File: src/rtl/instr_encoder_if.sv
// Purpose: operation-in / instruction-out handshake bundle for instr_encoder.
// Ports (as signals):
//   in_valid/in_ready  - operation transfer handshake
//   in_kind, in_funct3, in_alt, in_rd, in_rs1, in_rs2, in_imm - decoded operation
//   out_valid/out_ready - instruction word transfer handshake
//   out_instr, out_err  - encoded word and its error qualifier
// Modports: slave = encoder side, master = producer/consumer side.
interface instr_encoder_if;
  logic        in_valid;
  logic        in_ready;
  logic [3:0]  in_kind;
  logic [2:0]  in_funct3;
  logic        in_alt;
  logic [4:0]  in_rd;
  logic [4:0]  in_rs1;
  logic [4:0]  in_rs2;
  logic [31:0] in_imm;
  logic        out_valid;
  logic        out_ready;
  logic [31:0] out_instr;
  logic        out_err;

  modport slave (
    input  in_valid, in_kind, in_funct3, in_alt, in_rd, in_rs1, in_rs2, in_imm,
    input  out_ready,
    output in_ready, out_valid, out_instr, out_err
  );

  modport master (
    output in_valid, in_kind, in_funct3, in_alt, in_rd, in_rs1, in_rs2, in_imm,
    output out_ready,
    input  in_ready, out_valid, out_instr, out_err
  );
endinterface

File: src/rtl/instr_encoder.sv
// Purpose: encode one decoded RV32I operation per transfer into a 32-bit
// instruction word, with a one-deep registered output stage. The LI
// pseudo-op expands to LUI (+ ADDI when the low part is non-zero).
// Ports:
//   clk   - clock, rising edge
//   reset - synchronous active-high reset
//   bus   - instr_encoder_if.slave: operation in, instruction word out
module instr_encoder #(
  parameter logic [31:0] NOP_WORD = 32'h0000_0013
) (
  input  logic            clk,
  input  logic            reset,
  instr_encoder_if.slave  bus
);

  localparam logic [3:0] K_OP     = 4'd0;
  localparam logic [3:0] K_OP_IMM = 4'd1;
  localparam logic [3:0] K_LOAD   = 4'd2;
  localparam logic [3:0] K_STORE  = 4'd3;
  localparam logic [3:0] K_BRANCH = 4'd4;
  localparam logic [3:0] K_JAL    = 4'd5;
  localparam logic [3:0] K_JALR   = 4'd6;
  localparam logic [3:0] K_LUI    = 4'd7;
  localparam logic [3:0] K_AUIPC  = 4'd8;
  localparam logic [3:0] K_LI     = 4'd9;

  localparam logic [6:0] OPC_OP     = 7'b0110011;
  localparam logic [6:0] OPC_OP_IMM = 7'b0010011;
  localparam logic [6:0] OPC_LOAD   = 7'b0000011;
  localparam logic [6:0] OPC_STORE  = 7'b0100011;
  localparam logic [6:0] OPC_BRANCH = 7'b1100011;
  localparam logic [6:0] OPC_JAL    = 7'b1101111;
  localparam logic [6:0] OPC_JALR   = 7'b1100111;
  localparam logic [6:0] OPC_LUI    = 7'b0110111;
  localparam logic [6:0] OPC_AUIPC  = 7'b0010111;

  localparam logic [6:0] F7_ALT = 7'b0100000;

  typedef enum logic {ST_IDLE, ST_LI_LO} state_e;

  state_e      state_q, state_d;
  logic        out_valid_q, out_valid_d;
  logic [31:0] out_instr_q, out_instr_d;
  logic        out_err_q, out_err_d;
  logic [31:0] pend_q, pend_d;

  logic        slot_free;
  logic        in_ready_c;
  logic        accept;

  logic [31:0] enc_word;
  logic        enc_err;
  logic        enc_two;
  logic [31:0] enc_pend;
  logic        fit12;
  logic        fit13;
  logic        fit21;
  logic [19:0] li_hi;
  logic [31:0] imm;

  // Combinational encoder for the presented operation.
  always_comb begin
    enc_word = NOP_WORD;
    enc_err  = 1'b0;
    enc_two  = 1'b0;
    enc_pend = '0;
    imm      = bus.in_imm;
    // Signed-range tests: the top bits must all equal the field's sign bit.
    fit12    = (&imm[31:11]) || !(|imm[31:11]);
    fit13    = (&imm[31:12]) || !(|imm[31:12]);
    fit21    = (&imm[31:20]) || !(|imm[31:20]);
    // Round up so that the sign-extended ADDI low part restores the value.
    li_hi    = 20'((imm + 32'h0000_0800) >> 12);
    case (bus.in_kind)
      K_OP: begin
        enc_word = {bus.in_alt ? F7_ALT : 7'b0, bus.in_rs2, bus.in_rs1,
                    bus.in_funct3, bus.in_rd, OPC_OP};
      end
      K_OP_IMM: begin
        if (bus.in_funct3 == 3'b001 || bus.in_funct3 == 3'b101) begin
          enc_word = {(bus.in_funct3 == 3'b101 && bus.in_alt) ? F7_ALT : 7'b0,
                      imm[4:0], bus.in_rs1, bus.in_funct3, bus.in_rd, OPC_OP_IMM};
          enc_err  = |imm[31:5];
        end else begin
          enc_word = {imm[11:0], bus.in_rs1, bus.in_funct3, bus.in_rd, OPC_OP_IMM};
          enc_err  = !fit12;
        end
      end
      K_LOAD: begin
        enc_word = {imm[11:0], bus.in_rs1, bus.in_funct3, bus.in_rd, OPC_LOAD};
        enc_err  = !fit12;
      end
      K_STORE: begin
        enc_word = {imm[11:5], bus.in_rs2, bus.in_rs1, bus.in_funct3, imm[4:0], OPC_STORE};
        enc_err  = !fit12;
      end
      K_BRANCH: begin
        enc_word = {imm[12], imm[10:5], bus.in_rs2, bus.in_rs1, bus.in_funct3,
                    imm[4:1], imm[11], OPC_BRANCH};
        enc_err  = !fit13 || imm[0];
      end
      K_JAL: begin
        enc_word = {imm[20], imm[10:1], imm[11], imm[19:12], bus.in_rd, OPC_JAL};
        enc_err  = !fit21 || imm[0];
      end
      K_JALR: begin
        enc_word = {imm[11:0], bus.in_rs1, 3'b000, bus.in_rd, OPC_JALR};
        enc_err  = !fit12;
      end
      K_LUI: begin
        enc_word = {imm[31:12], bus.in_rd, OPC_LUI};
        enc_err  = |imm[11:0];
      end
      K_AUIPC: begin
        enc_word = {imm[31:12], bus.in_rd, OPC_AUIPC};
        enc_err  = |imm[11:0];
      end
      K_LI: begin
        if (fit12) begin
          enc_word = {imm[11:0], 5'd0, 3'b000, bus.in_rd, OPC_OP_IMM};
        end else begin
          enc_word = {li_hi, bus.in_rd, OPC_LUI};
          enc_two  = |imm[11:0];
          enc_pend = {imm[11:0], bus.in_rd, 3'b000, bus.in_rd, OPC_OP_IMM};
        end
      end
      default: begin
        enc_word = NOP_WORD;
        enc_err  = 1'b1;
      end
    endcase
  end

  // State register.
  always_ff @(posedge clk) begin
    if (reset) state_q <= ST_IDLE;
    else       state_q <= state_d;
  end

  // Next-state logic.
  always_comb begin
    state_d = state_q;
    case (state_q)
      ST_IDLE:  if (accept && enc_two) state_d = ST_LI_LO;
      ST_LI_LO: if (slot_free)         state_d = ST_IDLE;
      default:  state_d = ST_IDLE;
    endcase
  end

  // Handshake and output-stage next values.
  always_comb begin
    slot_free   = !out_valid_q || bus.out_ready;
    in_ready_c  = (state_q == ST_IDLE) && slot_free;
    accept      = bus.in_valid && in_ready_c;
    out_valid_d = out_valid_q && !bus.out_ready;
    out_instr_d = out_instr_q;
    out_err_d   = out_err_q;
    pend_d      = pend_q;
    if (state_q == ST_LI_LO) begin
      if (slot_free) begin
        out_valid_d = 1'b1;
        out_instr_d = pend_q;
        out_err_d   = 1'b0;
        pend_d      = '0;
      end
    end else if (accept) begin
      out_valid_d = 1'b1;
      out_instr_d = enc_word;
      out_err_d   = enc_err;
      if (enc_two) pend_d = enc_pend;
    end
  end

  // Output stage and pending ADDI register.
  always_ff @(posedge clk) begin
    if (reset) begin
      out_valid_q <= 1'b0;
      out_instr_q <= '0;
      out_err_q   <= 1'b0;
      pend_q      <= '0;
    end else begin
      out_valid_q <= out_valid_d;
      out_instr_q <= out_instr_d;
      out_err_q   <= out_err_d;
      pend_q      <= pend_d;
    end
  end

  assign bus.in_ready  = in_ready_c;
  assign bus.out_valid = out_valid_q;
  assign bus.out_instr = out_instr_q;
  assign bus.out_err   = out_err_q;

endmodule

File: src/flat_wrapper.sv
// flat-port wrapper written by rule: the top's interface ports become plain ports
module instr_encoder_flat 
#(
  parameter logic [31:0] NOP_WORD = 32'h0000_0013
)
  (clk, reset, bus_in_valid, bus_in_kind, bus_in_funct3, bus_in_alt, bus_in_rd, bus_in_rs1, bus_in_rs2, bus_in_imm, bus_out_ready, bus_in_ready, bus_out_valid, bus_out_instr, bus_out_err);
  instr_encoder_if bus_i ();
  input  logic clk;
  input  logic reset;
  input wire logic [$bits(bus_i.in_valid)-1:0] bus_in_valid;
  input wire logic [$bits(bus_i.in_kind)-1:0] bus_in_kind;
  input wire logic [$bits(bus_i.in_funct3)-1:0] bus_in_funct3;
  input wire logic [$bits(bus_i.in_alt)-1:0] bus_in_alt;
  input wire logic [$bits(bus_i.in_rd)-1:0] bus_in_rd;
  input wire logic [$bits(bus_i.in_rs1)-1:0] bus_in_rs1;
  input wire logic [$bits(bus_i.in_rs2)-1:0] bus_in_rs2;
  input wire logic [$bits(bus_i.in_imm)-1:0] bus_in_imm;
  input wire logic [$bits(bus_i.out_ready)-1:0] bus_out_ready;
  output wire logic [$bits(bus_i.in_ready)-1:0] bus_in_ready;
  output wire logic [$bits(bus_i.out_valid)-1:0] bus_out_valid;
  output wire logic [$bits(bus_i.out_instr)-1:0] bus_out_instr;
  output wire logic [$bits(bus_i.out_err)-1:0] bus_out_err;
  assign bus_i.in_valid = bus_in_valid;
  assign bus_i.in_kind = bus_in_kind;
  assign bus_i.in_funct3 = bus_in_funct3;
  assign bus_i.in_alt = bus_in_alt;
  assign bus_i.in_rd = bus_in_rd;
  assign bus_i.in_rs1 = bus_in_rs1;
  assign bus_i.in_rs2 = bus_in_rs2;
  assign bus_i.in_imm = bus_in_imm;
  assign bus_i.out_ready = bus_out_ready;
  assign bus_in_ready = bus_i.in_ready;
  assign bus_out_valid = bus_i.out_valid;
  assign bus_out_instr = bus_i.out_instr;
  assign bus_out_err = bus_i.out_err;
  instr_encoder #(.NOP_WORD(NOP_WORD)) u_core (.clk(clk), .reset(reset), .bus(bus_i));
endmodule
File: config.mk
export PLATFORM = sky130hd
export DESIGN_NAME = instr_encoder_flat
export DESIGN_NICKNAME = d
export VERILOG_FILES = /design/src/rtl/instr_encoder_if.sv /design/src/rtl/instr_encoder.sv /design/src/flat_wrapper.sv
export SDC_FILE = /design/constraint.sdc
export NUM_CORES = 1
export LEC_CHECK = 0
export CELL_PAD_IN_SITES_DETAIL_PLACEMENT = 0
export CELL_PAD_IN_SITES_GLOBAL_PLACEMENT = 1
export CORE_AREA = 2 2 101 103
export CTS_CLUSTER_SIZE = 28
export DETAILED_ROUTE_END_ITERATION = 8
export DIE_AREA = 0 0 103 105
export GPL_ROUTABILITY_DRIVEN = 0
export PLACE_DENSITY = 0.91
export SLEW_MARGIN = 20
export SYNTH_ARGS = -nofsm -noshare
export SYNTH_HDL_FRONTEND = slang
export SYNTH_SLANG_ARGS = --single-unit
File: constraint.sdc
create_clock -name clk -period 6.8 [get_ports clk]
set_clock_uncertainty 0.05 [all_clocks]
set_input_delay 1.36 -clock clk [delete_from_list [all_inputs] [get_ports clk]]
set_output_delay 1.36 -clock clk [all_outputs]
set_load 0.005 [all_outputs]
==> results of run 1 <==
-- power groups by stage --
stage          registers (uW)  logic [uW]  clock network, uW
6_report                  326         206                201
5_1_grt                   328         222                215
4_1_cts                   326         204                204
3_5_place_dp              333         202                  0
3_3_place_gp              333         200                  0
2_1_floorplan             333         105                  0
-- layer usage --
| layer | part of all wire (%) | vias up | wire length [um] | global-route usage, % |
|---|---|---|---|---|
| met3 | 8.9 | 14 | 1200 | 4.28 |
| li1 | - | 1945 | - | - |
| met5 | 0 | - | 0 | 0 |
| met4 | 1.2 | 0 | 159 | 5.92 |
| met1 | 44 | 2022 | 5900 | 35.1 |
| met2 | 46 | 229 | 6160 | 38.3 |
-- placed cells by master (no fill, tap or decap), types with 14 or more instances in the layout --
cell and instances:
sky130_fd_sc_hd__a211oi_1 14, sky130_fd_sc_hd__a21oi_1 44, sky130_fd_sc_hd__a221oi_1 14, sky130_fd_sc_hd__a22oi_1 22, sky130_fd_sc_hd__clkdlybuf4s50_1 92, sky130_fd_sc_hd__dfxtp_1 52, sky130_fd_sc_hd__nand2_1 39, sky130_fd_sc_hd__nand3_1 17
sky130_fd_sc_hd__nor2_1 56, sky130_fd_sc_hd__o21ai_0 15
-- final timing paths --
path                                               from                       to  slack [ns]  cells after the start
worst max-delay path                     bus_in_kind[0]        u_core.pend_q[27]        2.53                      7
worst min-delay path            u_core.bus.out_instr[8]  u_core.bus.out_instr[8]        0.41                      2
worst max register to register     u_core.bus.out_valid        u_core.pend_q[27]        3.88                      6
worst min register to register  u_core.bus.out_instr[8]  u_core.bus.out_instr[8]        0.41                      2
-- cells by family after synthesis --
kind of cell / count (synthesis) / share of synthesized area, %
AO/OA/AOI/OAI: 170 / 33.8
XOR/XNOR: 9 / 2.12
adder cells (fa/ha/maj): 2 / 0.674
buffers and inverters: 48 / 6.57
flip-flops: 52 / 28.0
multiplexers: 9 / 2.43
AND/OR/NAND/NOR: 184 / 26.3
-- tightest hold or removal path, delay by kind of cell, from the launching register on --
kind / cells / cell delay (ns)
DFF: 1 / 0.32
and+or+nand+nor: 1 / 0.05
AOI/OAI and AO/OA: 1 / 0.05
-- through the flow --
| stage | setup slack, ns | utilization [%] | total power, uW |
|---|---|---|---|
| finish | 2.53 | 49.0 | 734 |
| CTS | 2.62 | 49.0 | 734 |
| global placement | 2.30 | 47.9 | 532 |
| floorplan | 3.68 | - | 438 |
| global route | 2.39 | 49.0 | 765 |
| detailed placement | 2.29 | 48.0 | 535 |
-- state kept, by name (all words and copies together), names as in the netlist --
register	count
u_core.bus.out_valid	1
u_core.pend_q	18
u_core.bus.out_instr	31
u_core.state_q	1
u_core.bus.out_err	1
-- cell type report --
cell class | count | area share, %
multi-input combinational | 374 | 51.6
sequential | 52 | 22.1
timing repair buffer | 95 | 19.9
tap | 133 | 3.53
clock buffer | 5 | 1.46
inverter | 11 | 0.875
clock inverter | 3 | 0.530
==> Flow_metrics.wiki, run 1 <==
{| class="wikitable"
! Metric !! Value
|-
| Final HPWL from detailed placement || 9.56 mm
|-
| Setup tns final || 0 ns
|-
| Fill count || 957
|-
| Min-Delay Path Class || register to register
|-
| Number of levels the H-tree was split into || 2
|-
| Critical path data required time || 6.92 ns
|-
| Final WL || 13.4 mm
|-
| RSZ-0062 raised after global routing || no
|-
| Reg power frac || 44.5%
|-
| Slew margin rel. || 24.4%
|-
| Most frequent cells after synthesis || sky130_fd_sc_hd__nor2_1, sky130_fd_sc_hd__dfxtp_1, sky130_fd_sc_hd__a21oi_1
|-
| Overall via count from detail_route || 4,210
|-
| Maximum capacitance violations || 0
|-
| DRC violation count after routing || 0
|-
| Clock input transition at the sequential cells of the worst setup and hold paths || 0.11 ns
|-
| Arrival time at the worst endpoint || 4.38 ns
|-
| Setup Crit Path Kind || input pin to register
|-
| Most frequent cell after synthesis || sky130_fd_sc_hd__nor2_1
|-
| Post-route cell area || 4720 um^2
|-
| CP max stage delay || 1.13 ns
|-
| Row count || 36
|-
| Die Y || 105 um
|-
| Global route total overflow || 0
|-
| Cell-internal power || 489 uW
|-
| Clk sink count || 52
|-
| Gate count of the mapped netlist || 474
|-
| Number of buffers and inverters on the critical path || 1
|-
| Antenna violation net count after detailed routing || 0
|-
| Boundary Pins || 94
|-
| Count of flip-flops with a built-in enable after synthesis || 0
|-
| Achievable Freq || 234 MHz
|-
| CP delay by family, top || compound AO/OA/AOI/OAI gates
|-
| Static power due to leakage || 0.00162 uW
|-
| Fraction of synthesis flops using an asynchronous set or reset pin || 0%
|-
| Slew @ Worst Pin || 1.13 ns
|-
| Distinct cells, synth || 75
|-
| Multi-input logic area || 2440 um^2
|-
| Primary flip-flop cell chosen by synthesis mapping || sky130_fd_sc_hd__dfxtp_1
|-
| Type of origin of the critical path || input pin
|-
| Number of iterations in the first detailed-routing pass || 6
|-
| Highest-delay cell along the critical path || sky130_fd_sc_hd__clkdlybuf4s50_1
|-
| Initial antenna violation count || 0
|-
| Cells after DPL || 665
|-
| Critical path peak fanout || 27
|-
| Width of the die || 103 um
|-
| Syn-to-layout area delta || 27.1%
|-
| Number of storage elements in the synthesis netlist || 52
|-
| Total track usage || 24.6%
|-
| TritonCTS Buffers || 5
|-
| Switching power of the nets || 244 uW
|-
| Cts-stage hold buffer count || 0
|-
| Clk pwr share || 27.4%
|-
| Net total in the final layout || 600
|-
| Avg Inst Size Synth || 7.83 um^2
|-
| Biggest area contributors in the synthesized netlist || sky130_fd_sc_hd__dfxtp_1, sky130_fd_sc_hd__a21oi_1, sky130_fd_sc_hd__nor2_1
|-
| Final hold slack || 0.414 ns
|-
| Post-synthesis instance area || 3710 um^2
|-
| Part of the total power dissipated in combinational logic || 28.1%
|-
| Post-cts resize count || 0
|-
| Root buf cell || sky130_fd_sc_hd__clkbuf_8
|-
| Net count after synthesis || 535
|-
| Maximum root-to-sink buffer count || 2
|-
| Final hold vios || 0
|-
| Final-report max-slew violation count || 0
|-
| Clock tree from TritonCTS || yes
|-
| Core ar. || 9640 um^2
|-
| Post-place instance area || 4630 um^2
|-
| Outcome || finished, final reports clean
|-
| Max IR drop VDD || 96.6 uV
|-
| Ratio of cells with drive above 1 in the final layout || 8.33%
|-
| First-pass GRT wire length || 21.1 mm
|-
| Die area || 10,800 um^2
|-
| Number of global-route vias before repair || 3,976
|-
| Proportion of synthesized chip area in sequential cells || 28.0%
|-
| Detailed-route wire length per cell || 19.9 um
|-
| Total area of sequential cells || 1040 um^2
|-
| Cells along the critical path || clkdlybuf4s50_1 -> nand2b_4 -> or3b_4 -> a21oi_4 -> a41oi_2 -> a22oi_1 -> nor2_1
|-
| Fin crit period || 4.27 ns
|-
| Starting Density || 38.5%
|-
| Count of synthesis-stage warnings from yosys || 0
|-
| Vias per inst || 6.26
|-
| Largest net degree at the start of global routing || 56
|-
| Buffers inserted during post-CTS setup optimization || 0
|-
| Number of diodes added for antenna fixing || 0
|-
| Non-filler cells, final || 673
|-
| Number of buffers added on ports || 93
|-
| Share of Yosys cell area claimed by the top area cell type || 28.0%
|-
| Final setup violation count || 0
|-
| Total power density per cell area || 155 nW/um^2
|-
| Post-route clock period utilization || 62.7%
|-
| Number of violations reported at the end of detailed-routing iteration 0 || 411
|-
| Later-pin clock latency in the skew report || 0.32 ns
|-
| Most area-hungry cell type in the Yosys netlist || sky130_fd_sc_hd__dfxtp_1
|-
| Proportion of total power due to net switching || 33.3%
|-
| Endpoint type of the worst setup path || register
|}
Note: power is estimated with default switching activity, not from simulation.
==> run 2, diff against run 1 <==
--- a/config.mk
+++ b/config.mk
@@ -7,12 +7,12 @@
 export LEC_CHECK = 0
 export CELL_PAD_IN_SITES_DETAIL_PLACEMENT = 0
 export CELL_PAD_IN_SITES_GLOBAL_PLACEMENT = 1
-export CORE_AREA = 2 2 101 103
+export CORE_AREA = 2 2 105 107
 export CTS_CLUSTER_SIZE = 28
 export DETAILED_ROUTE_END_ITERATION = 8
-export DIE_AREA = 0 0 103 105
+export DIE_AREA = 0 0 107 109
 export GPL_ROUTABILITY_DRIVEN = 0
-export PLACE_DENSITY = 0.91
+export PLACE_DENSITY = 0.86
 export SLEW_MARGIN = 20
 export SYNTH_ARGS = -nofsm -noshare
 export SYNTH_HDL_FRONTEND = slang
==> constraint.sdc (replaced) <==
create_clock -name clk -period 4.3 [get_ports clk]
set_clock_uncertainty 0.05 [all_clocks]
set_input_delay 0.86 -clock clk [delete_from_list [all_inputs] [get_ports clk]]
set_output_delay 0.86 -clock clk [all_outputs]
set_load 0.005 [all_outputs]
==> Flow_metrics.wiki, run 2 (synthesized netlist as in run 1, its figures left out) <==
{| class="wikitable"
! Metric !! Value
|-
| Min-Delay Path Class || register to register
|-
| Clock tree from TritonCTS || yes
|-
| DRC violation count after routing || 0 (unchanged)
|-
| Detailed-route wire length per cell || 19.5 um (-1.9%)
|-
| Boundary Pins || 94 (unchanged)
|-
| Post-route clock period utilization || 78.3%
|-
| Later-pin clock latency in the skew report || 0.31 ns (about the same)
|-
| Slew @ Worst Pin || 0.785 ns (-0.346 ns)
|-
| Number of violations reported at the end of detailed-routing iteration 0 || 444 (+8.0%)
|-
| Share of the core filled with cells in the final layout || 45.3% (-3.7 points)
|-
| Buffers inserted during post-CTS setup optimization || 0 (unchanged)
|-
| Largest net degree at the start of global routing || 40 (-29%)
|-
| Fin crit period || 3.37 ns
|-
| Number of iterations in the first detailed-routing pass || 7 (+1)
|-
| Total power density per cell area || 236 nW/um^2 (+52%)
|-
| Starting Density || 35.0% (-3.5 points)
|-
| Ratio of cells with drive above 1 in the final layout || 10.1% (+1.8 points)
|-
| Vias per inst || 6.13 (-2.0%)
|-
| Type of origin of the critical path || input pin
|-
| Number of diodes added for antenna fixing || 0 (unchanged)
|-
| Total area of sequential cells || 1040 um^2 (unchanged)
|-
| Maximum root-to-sink buffer count || 2 (unchanged)
|-
| First-pass GRT wire length || 21.4 mm (+1.5%)
|-
| Syn-to-layout area delta || 29.4%
|-
| Maximum capacitance violations || 0 (unchanged)
|-
| Row count || 38 (+5.6%)
|-
| Max IR drop VDD || 127 uV (+32%)
|-
| Fill count || 1,067 (+11%)
|-
| Static power due to leakage || 0.00168 uW (+3.6%)
|-
| Number of buffers and inverters on the critical path || 1 (unchanged)
|-
| Critical path peak fanout || 12 (-56%)
|-
| Cells along the critical path || clkdlybuf4s50_1 -> ha_1 -> nand4_1 -> nor2_1 -> and4_1 -> nor2_2 -> a221oi_1 -> a2111oi_0
|-
| CP delay by family, top || simple AND/OR/NAND/NOR gates
|-
| Final HPWL from detailed placement || 9.80 mm (+2.5%)
|-
| Worst reg2reg startpoint || u_core.bus.out_valid
|-
| Global route total overflow || 0 (unchanged)
|-
| Clk sink count || 52 (unchanged)
|-
| Clock input transition at the sequential cells of the worst setup and hold paths || 0.10 ns (about the same)
|-
| Final setup violation count || 0 (unchanged)
|-
| Number of flip-flops in the largest register || 31 (unchanged)
|-
| Root buf cell || sky130_fd_sc_hd__clkbuf_8
|-
| Setup Crit Path Kind || input pin to register
|-
| Terminus of the critical flop-to-flop path || u_core.bus.out_instr[29]
|-
| Internal reg-to-reg setup slack || 1.96 ns (-1.92 ns)
|-
| Critical path data required time || 4.45 ns (-2.47 ns)
|-
| Overall via count from detail_route || 4,241 (+0.74%)
|-
| Multi-input logic area || 2430 um^2 (-0.26%)
|-
| Achievable Freq || 297 MHz
|-
| Die Y || 109 um (+3.8%)
|-
| Cts-stage hold buffer count || 0 (unchanged)
|-
| Launch point of the worst hold path || u_core.bus.out_instr[8]
|-
| Setup tns final || 0 ns (unchanged)
|-
| TritonCTS Buffers || 5 (unchanged)
|-
| Initial antenna violation count || 0 (unchanged)
|-
| Hold Path Cell Cnt || 2 (unchanged)
|-
| Post-cts resize count || 0 (unchanged)
|-
| Total track usage || 23.3% (-1.3 points)
|-
| Final hold slack || 0.413 ns (-0.000778 ns)
|-
| Slew margin rel. || 47.7% (+23 points)
|-
| Number of global-route vias before repair || 4,052 (+1.9%)
|-
| Non-filler cells, final || 692 (+2.8%)
|-
| Number of buffers added on ports || 93 (unchanged)
|-
| Arrival time at the worst endpoint || 3.52 ns (-0.86 ns)
|-
| Die area || 11,700 um^2 (+7.8%)
|-
| Pwr Total || 1130 uW (+54%)
|-
| Highest-delay cell along the critical path || sky130_fd_sc_hd__nor2_2
|-
| Cells after DPL || 685 (+3.0%)
|-
| Final-report max-slew violation count || 0 (unchanged)
|-
| Final hold vios || 0 (unchanged)
|-
| Endpoint of the worst hold-timing path || u_core.bus.out_instr[8]
|-
| Number of levels the H-tree was split into || 2 (unchanged)
|-
| Width of the die || 107 um (+3.9%)
|-
| Antenna violation net count after detailed routing || 0 (unchanged)
|-
| CP max stage delay || 0.56 ns (-0.57 ns)
|-
| Number of cell instances on the worst register-to-register path || 6 (unchanged)
|-
| Highest-count cells in the layout ignoring fill and taps || sky130_fd_sc_hd__clkdlybuf4s50_1, sky130_fd_sc_hd__nor2_1, sky130_fd_sc_hd__dfxtp_1
|-
| RSZ-0062 raised after global routing || no
|-
| Final WL || 13.5 mm (+0.83%)
|-
| Outcome || finished, final reports clean
|-
| Net total in the final layout || 613 (+2.2%)
|-
| Most common cell after layout, fill and taps aside || sky130_fd_sc_hd__clkdlybuf4s50_1
|-
| Endpoint type of the worst setup path || register
|-
| Core ar. || 10,600 um^2 (+10%)
|}
-- run 2: cell types whose count changed in the layout (fill, tap and decap cells not counted) --
| cell | delta |
|---|---|
| sky130_fd_sc_hd__inv_6 | -2 |
| sky130_fd_sc_hd__buf_4 | +13 |
| sky130_fd_sc_hd__nor3_4 | -1 |
| sky130_fd_sc_hd__clkinv_2 | +1 |
| sky130_fd_sc_hd__clkbuf_1 | +1 |
| sky130_fd_sc_hd__nor3_2 | +1 |
| sky130_fd_sc_hd__clkinvlp_4 | -1 |
-- run 2: report_power, final --
| group | internal (uW) | total (uW) | switching (uW) |
|---|---|---|---|
| registers | 503 | 517 | 14.4 |
| clock network | 112 | 281 | 169 |
| logic | 158 | 334 | 176 |
| total | 772 | 1130 | 360 |
-- run 2: area by class of cell --
class	count	share of cell area [%]
Sequential cell	52	21.7
Inverter	11	0.860
Timing Repair Buffer	108	21.6
Tap cell	140	3.65
Multi-Input combinational cell	374	50.6
Clock inverter	1	0.104
Clock buffer	6	1.51
-- run 2: worst reg2reg max path, stage by stage, from the launching register on --
cell and delay, ns:
sky130_fd_sc_hd__dfxtp_1 0.33, sky130_fd_sc_hd__nor2b_1 0.40, sky130_fd_sc_hd__or2_2 0.72, sky130_fd_sc_hd__a21oi_1 0.17
sky130_fd_sc_hd__o21ai_0 0.20, sky130_fd_sc_hd__a221oi_1 0.08, sky130_fd_sc_hd__a2111oi_2 0.30
-- run 2: worst max-delay path by stage --
stage / cells after the start / start / endpoint / slack, ns
5_1_grt: 8 / bus_in_imm[12] / u_core.bus.out_instr[21] / 0.71
6_report: 8 / bus_in_imm[12] / u_core.bus.out_instr[21] / 0.93
3_5_place_dp: 8 / bus_in_imm[12] / u_core.bus.out_instr[21] / 0.61
2_1_floorplan: 8 / bus_in_imm[23] / u_core.bus.out_instr[16] / 1.70
3_3_place_gp: 8 / bus_in_imm[12] / u_core.bus.out_instr[21] / 0.81
4_1_cts: 8 / bus_in_imm[12] / u_core.bus.out_instr[21] / 0.99
-- run 2: stage by stage --
stage               area [um^2]  setup WS (ns)
finish                     4800          0.931
global route               4800          0.708
CTS                        4800          0.985
detailed placement         4730          0.606
global placement           4730          0.810
floorplan                  3710           1.70
-- run 2: metal layers --
metal	global-route usage, %	share of wire [%]
met2	36.6	44
met4	9.28	3.5
met5	0	0
met3	4.06	8.9
met1	31.8	43
==> run 3, diff against run 2 <==
--- a/config.mk
+++ b/config.mk
@@ -7,12 +7,12 @@
 export LEC_CHECK = 0
 export CELL_PAD_IN_SITES_DETAIL_PLACEMENT = 0
 export CELL_PAD_IN_SITES_GLOBAL_PLACEMENT = 1
-export CORE_AREA = 2 2 105 107
+export CORE_AREA = 2 2 110 112
 export CTS_CLUSTER_SIZE = 28
 export DETAILED_ROUTE_END_ITERATION = 8
-export DIE_AREA = 0 0 107 109
+export DIE_AREA = 0 0 112 114
 export GPL_ROUTABILITY_DRIVEN = 0
-export PLACE_DENSITY = 0.86
+export PLACE_DENSITY = 0.82
 export SLEW_MARGIN = 20
 export SYNTH_ARGS = -nofsm -noshare
 export SYNTH_HDL_FRONTEND = slang
==> constraint.sdc (replaced) <==
create_clock -name clk -period 2.8 [get_ports clk]
set_clock_uncertainty 0.05 [all_clocks]
set_input_delay 0.56 -clock clk [delete_from_list [all_inputs] [get_ports clk]]
set_output_delay 0.56 -clock clk [all_outputs]
set_load 0.005 [all_outputs]
==> Flow_metrics.wiki, run 3 (synthesized netlist as in run 1, its figures left out) <==
{| class="wikitable"
! Metric !! Value
|-
| Ratio of cells with drive above 1 in the final layout || 19.8% (+9.7 points)
|-
| DRC violation count after routing || 0 (unchanged)
|-
| Detailed-route wire length per cell || 18.8 um (-3.7%)
|-
| Final setup violation count || 0 (unchanged)
|-
| Highest-count cells in the layout ignoring fill and taps || sky130_fd_sc_hd__clkdlybuf4s50_1, sky130_fd_sc_hd__buf_4, sky130_fd_sc_hd__nor2_1
|-
| Total track usage || 22.2% (-1.1 points)
|-
| Critical path data required time || 2.93 ns (-1.52 ns)
|-
| Static power due to leakage || 0.00203 uW (+21%)
|-
| Type of origin of the critical path || input pin
|-
| Root buf cell || sky130_fd_sc_hd__clkbuf_16
|-
| Row count || 40 (+5.3%)
|-
| Later-pin clock latency in the skew report || 0.29 ns (-0.02 ns)
|-
| Slew margin rel. || 54.0% (+6.3 points)
|-
| Endpoint type of the worst setup path || register
|-
| Post-route clock period utilization || 92.4%
|-
| Pwr Total || 2030 uW (+79%)
|-
| Cell-internal power || 1420 uW (+84%)
|-
| Most common cell after layout, fill and taps aside || sky130_fd_sc_hd__clkdlybuf4s50_1
|-
| RSZ-0062 raised after global routing || no
|-
| CP max stage delay || 0.42 ns (-0.14 ns)
|-
| Final hold vios || 0 (unchanged)
|-
| Post-cts resize count || 0 (unchanged)
|-
| Part of the total power dissipated in combinational logic || 28.2% (-1.3 points)
|-
| Net total in the final layout || 676 (+10%)
|-
| Largest net degree at the start of global routing || 40 (unchanged)
|-
| Post-place instance area || 5230 um^2 (+11%)
|-
| Final HPWL from detailed placement || 11.0 mm (+12%)
|-
| Maximum capacitance violations || 0 (unchanged)
|-
| Clock tree from TritonCTS || yes
|-
| Setup tns final || 0 ns (unchanged)
|-
| Starting Density || 31.7% (-3.3 points)
|-
| Reg power frac || 39.1% (-6.6 points)
|-
| Cells along the critical path || clkdlybuf4s50_1 -> buf_4 -> nor4_1 -> buf_4 -> nand3_1 -> o21ai_2 -> nor2_2 -> buf_4 -> a221oi_1 -> a31oi_1
|-
| Critical path peak fanout || 6 (-6)
|-
| Core ar. || 11,700 um^2 (+10%)
|-
| Number of flip-flops in the largest register || 31 (unchanged)
|-
| CP delay by family, top || buffers and inverters
|-
| Internal reg-to-reg setup slack || 0.80 ns (-1.16 ns)
|-
| Syn-to-layout area delta || 45.2%
|-
| Max IR drop VDD || 228 uV (+80%)
|-
| First-pass GRT wire length || 22.9 mm (+6.8%)
|-
| Clk pwr share || 32.7% (+7.9 points)
|-
| Number of diodes added for antenna fixing || 0 (unchanged)
|-
| Fin crit period || 2.59 ns
|-
| Die Y || 114 um (+4.6%)
|-
| Clock input transition at the sequential cells of the worst setup and hold paths || 0.07 ns (-0.03 ns)
|-
| Switching power of the nets || 610 uW (+69%)
|-
| Antenna violation net count after detailed routing || 0 (unchanged)
|-
| Cts-stage hold buffer count || 0 (unchanged)
|-
| Most prevalent standard cell on the critical path || sky130_fd_sc_hd__buf_4
|-
| Number of levels the H-tree was split into || 2 (unchanged)
|-
| Post-route cell area || 5390 um^2 (+12%)
|-
| TritonCTS Buffers || 5 (unchanged)
|-
| Width of the die || 112 um (+4.7%)
|-
| Buffers inserted during post-CTS setup optimization || 0 (unchanged)
|-
| Slew @ Worst Pin || 0.690 ns (-0.0946 ns)
|-
| Achievable Freq || 387 MHz
|-
| Number of global-route vias before repair || 4,434 (+9.4%)
|-
| Number of buffers and inverters on the critical path || 4 (+3)
|-
| Initial antenna violation count || 0 (unchanged)
|-
| Overall via count from detail_route || 4,435 (+4.6%)
|-
| Number of violations reported at the end of detailed-routing iteration 0 || 398 (-10%)
|-
| Highest-delay cell along the critical path || sky130_fd_sc_hd__clkdlybuf4s50_1
|-
| Die area || 12,800 um^2 (+9.5%)
|-
| Setup Crit Path Kind || input pin to register
|-
| Boundary Pins || 94 (unchanged)
|-
| Final-report max-slew violation count || 0 (unchanged)
|-
| Global route total overflow || 0 (unchanged)
|-
| Number of buffers added on ports || 93 (unchanged)
|-
| Share of the core filled with cells in the final layout || 46.0% (+0.71 points)
|-
| Arrival time at the worst endpoint || 2.72 ns (-0.80 ns)
|-
| Min-Delay Path Class || register to register
|-
| Final WL || 14.4 mm (+6.2%)
|-
| Number of iterations in the first detailed-routing pass || 7 (unchanged)
|-
| Outcome || finished, final reports clean
|-
| Proportion of total power due to net switching || 30.0% (-1.7 points)
|-
| Clk sink count || 52 (unchanged)
|-
| Maximum root-to-sink buffer count || 2 (unchanged)
|-
| Total power density per cell area || 377 nW/um^2 (+60%)
|-
| Vias per inst || 5.81 (-5.2%)
|}
run 3: changes by cell type in the layout (fill, tap and decap cells not counted), sizes merged:
cell / delta
inv: +1
buf: +63
run 3: final cells by class:
type	count	area [um^2]
inverters	11	41.3
clock inverters	2	13.8
clock buffers	6	139
multi-input cells	374	2430
flip-flops and latches	52	1040
fillers	1170	6320
repair buffers	171	1540
well taps	147	184
run 3: worst reg2reg max path: cells and delay by family, from the launching register on:
| kind | cells | cell delay (ns) |
|---|---|---|
| and+or+nand+nor | 3 | 0.83 |
| AOI/OAI and AO/OA | 3 | 0.67 |
| DFF | 1 | 0.32 |
run 3: layer usage:
metal,GRT usage [%],vias up,wire (um)
met5,0,-,0
met4,7.56,0,384
met3,2.71,26,1190
met2,37.2,222,6700
met1,29.8,2094,6090
li1,-,2093,-
run 3: power by group through the flow:
stage / registers (uW) / clock network [uW] / logic (uW)
final: 794 / 665 / 572
after global routing: 798 / 706 / 613
after CTS: 794 / 670 / 566
after detailed placement: 811 / 0 / 563
after global placement: 811 / 0 / 557
after floorplan: 809 / 0 / 254
run 3: worst paths after layout:
| kind | endpoint | start | cells after the start |
|---|---|---|---|
| worst max-delay path | u_core.bus.out_instr[20] | bus_in_imm[13] | 10 |
| worst max register to register | u_core.bus.out_instr[31] | u_core.bus.out_valid | 6 |
| worst min register to register | u_core.bus.out_instr[7] | u_core.bus.out_instr[7] | 2 |
| worst min-delay path | u_core.bus.out_instr[7] | u_core.bus.out_instr[7] | 2 |
run 3: per-stage QoR:
stage | hold WS (ns) | cells | worst slack, ns
final | 0.410 | 763 | 0.214
after global routing | 0.436 | 763 | 0.00816
after CTS | 0.414 | 763 | 0.0907
after detailed placement | 0.403 | 755 | -0.185
after global placement | 0.401 | 755 | -0.118
after floorplan | 0.403 | 474 | 0.500
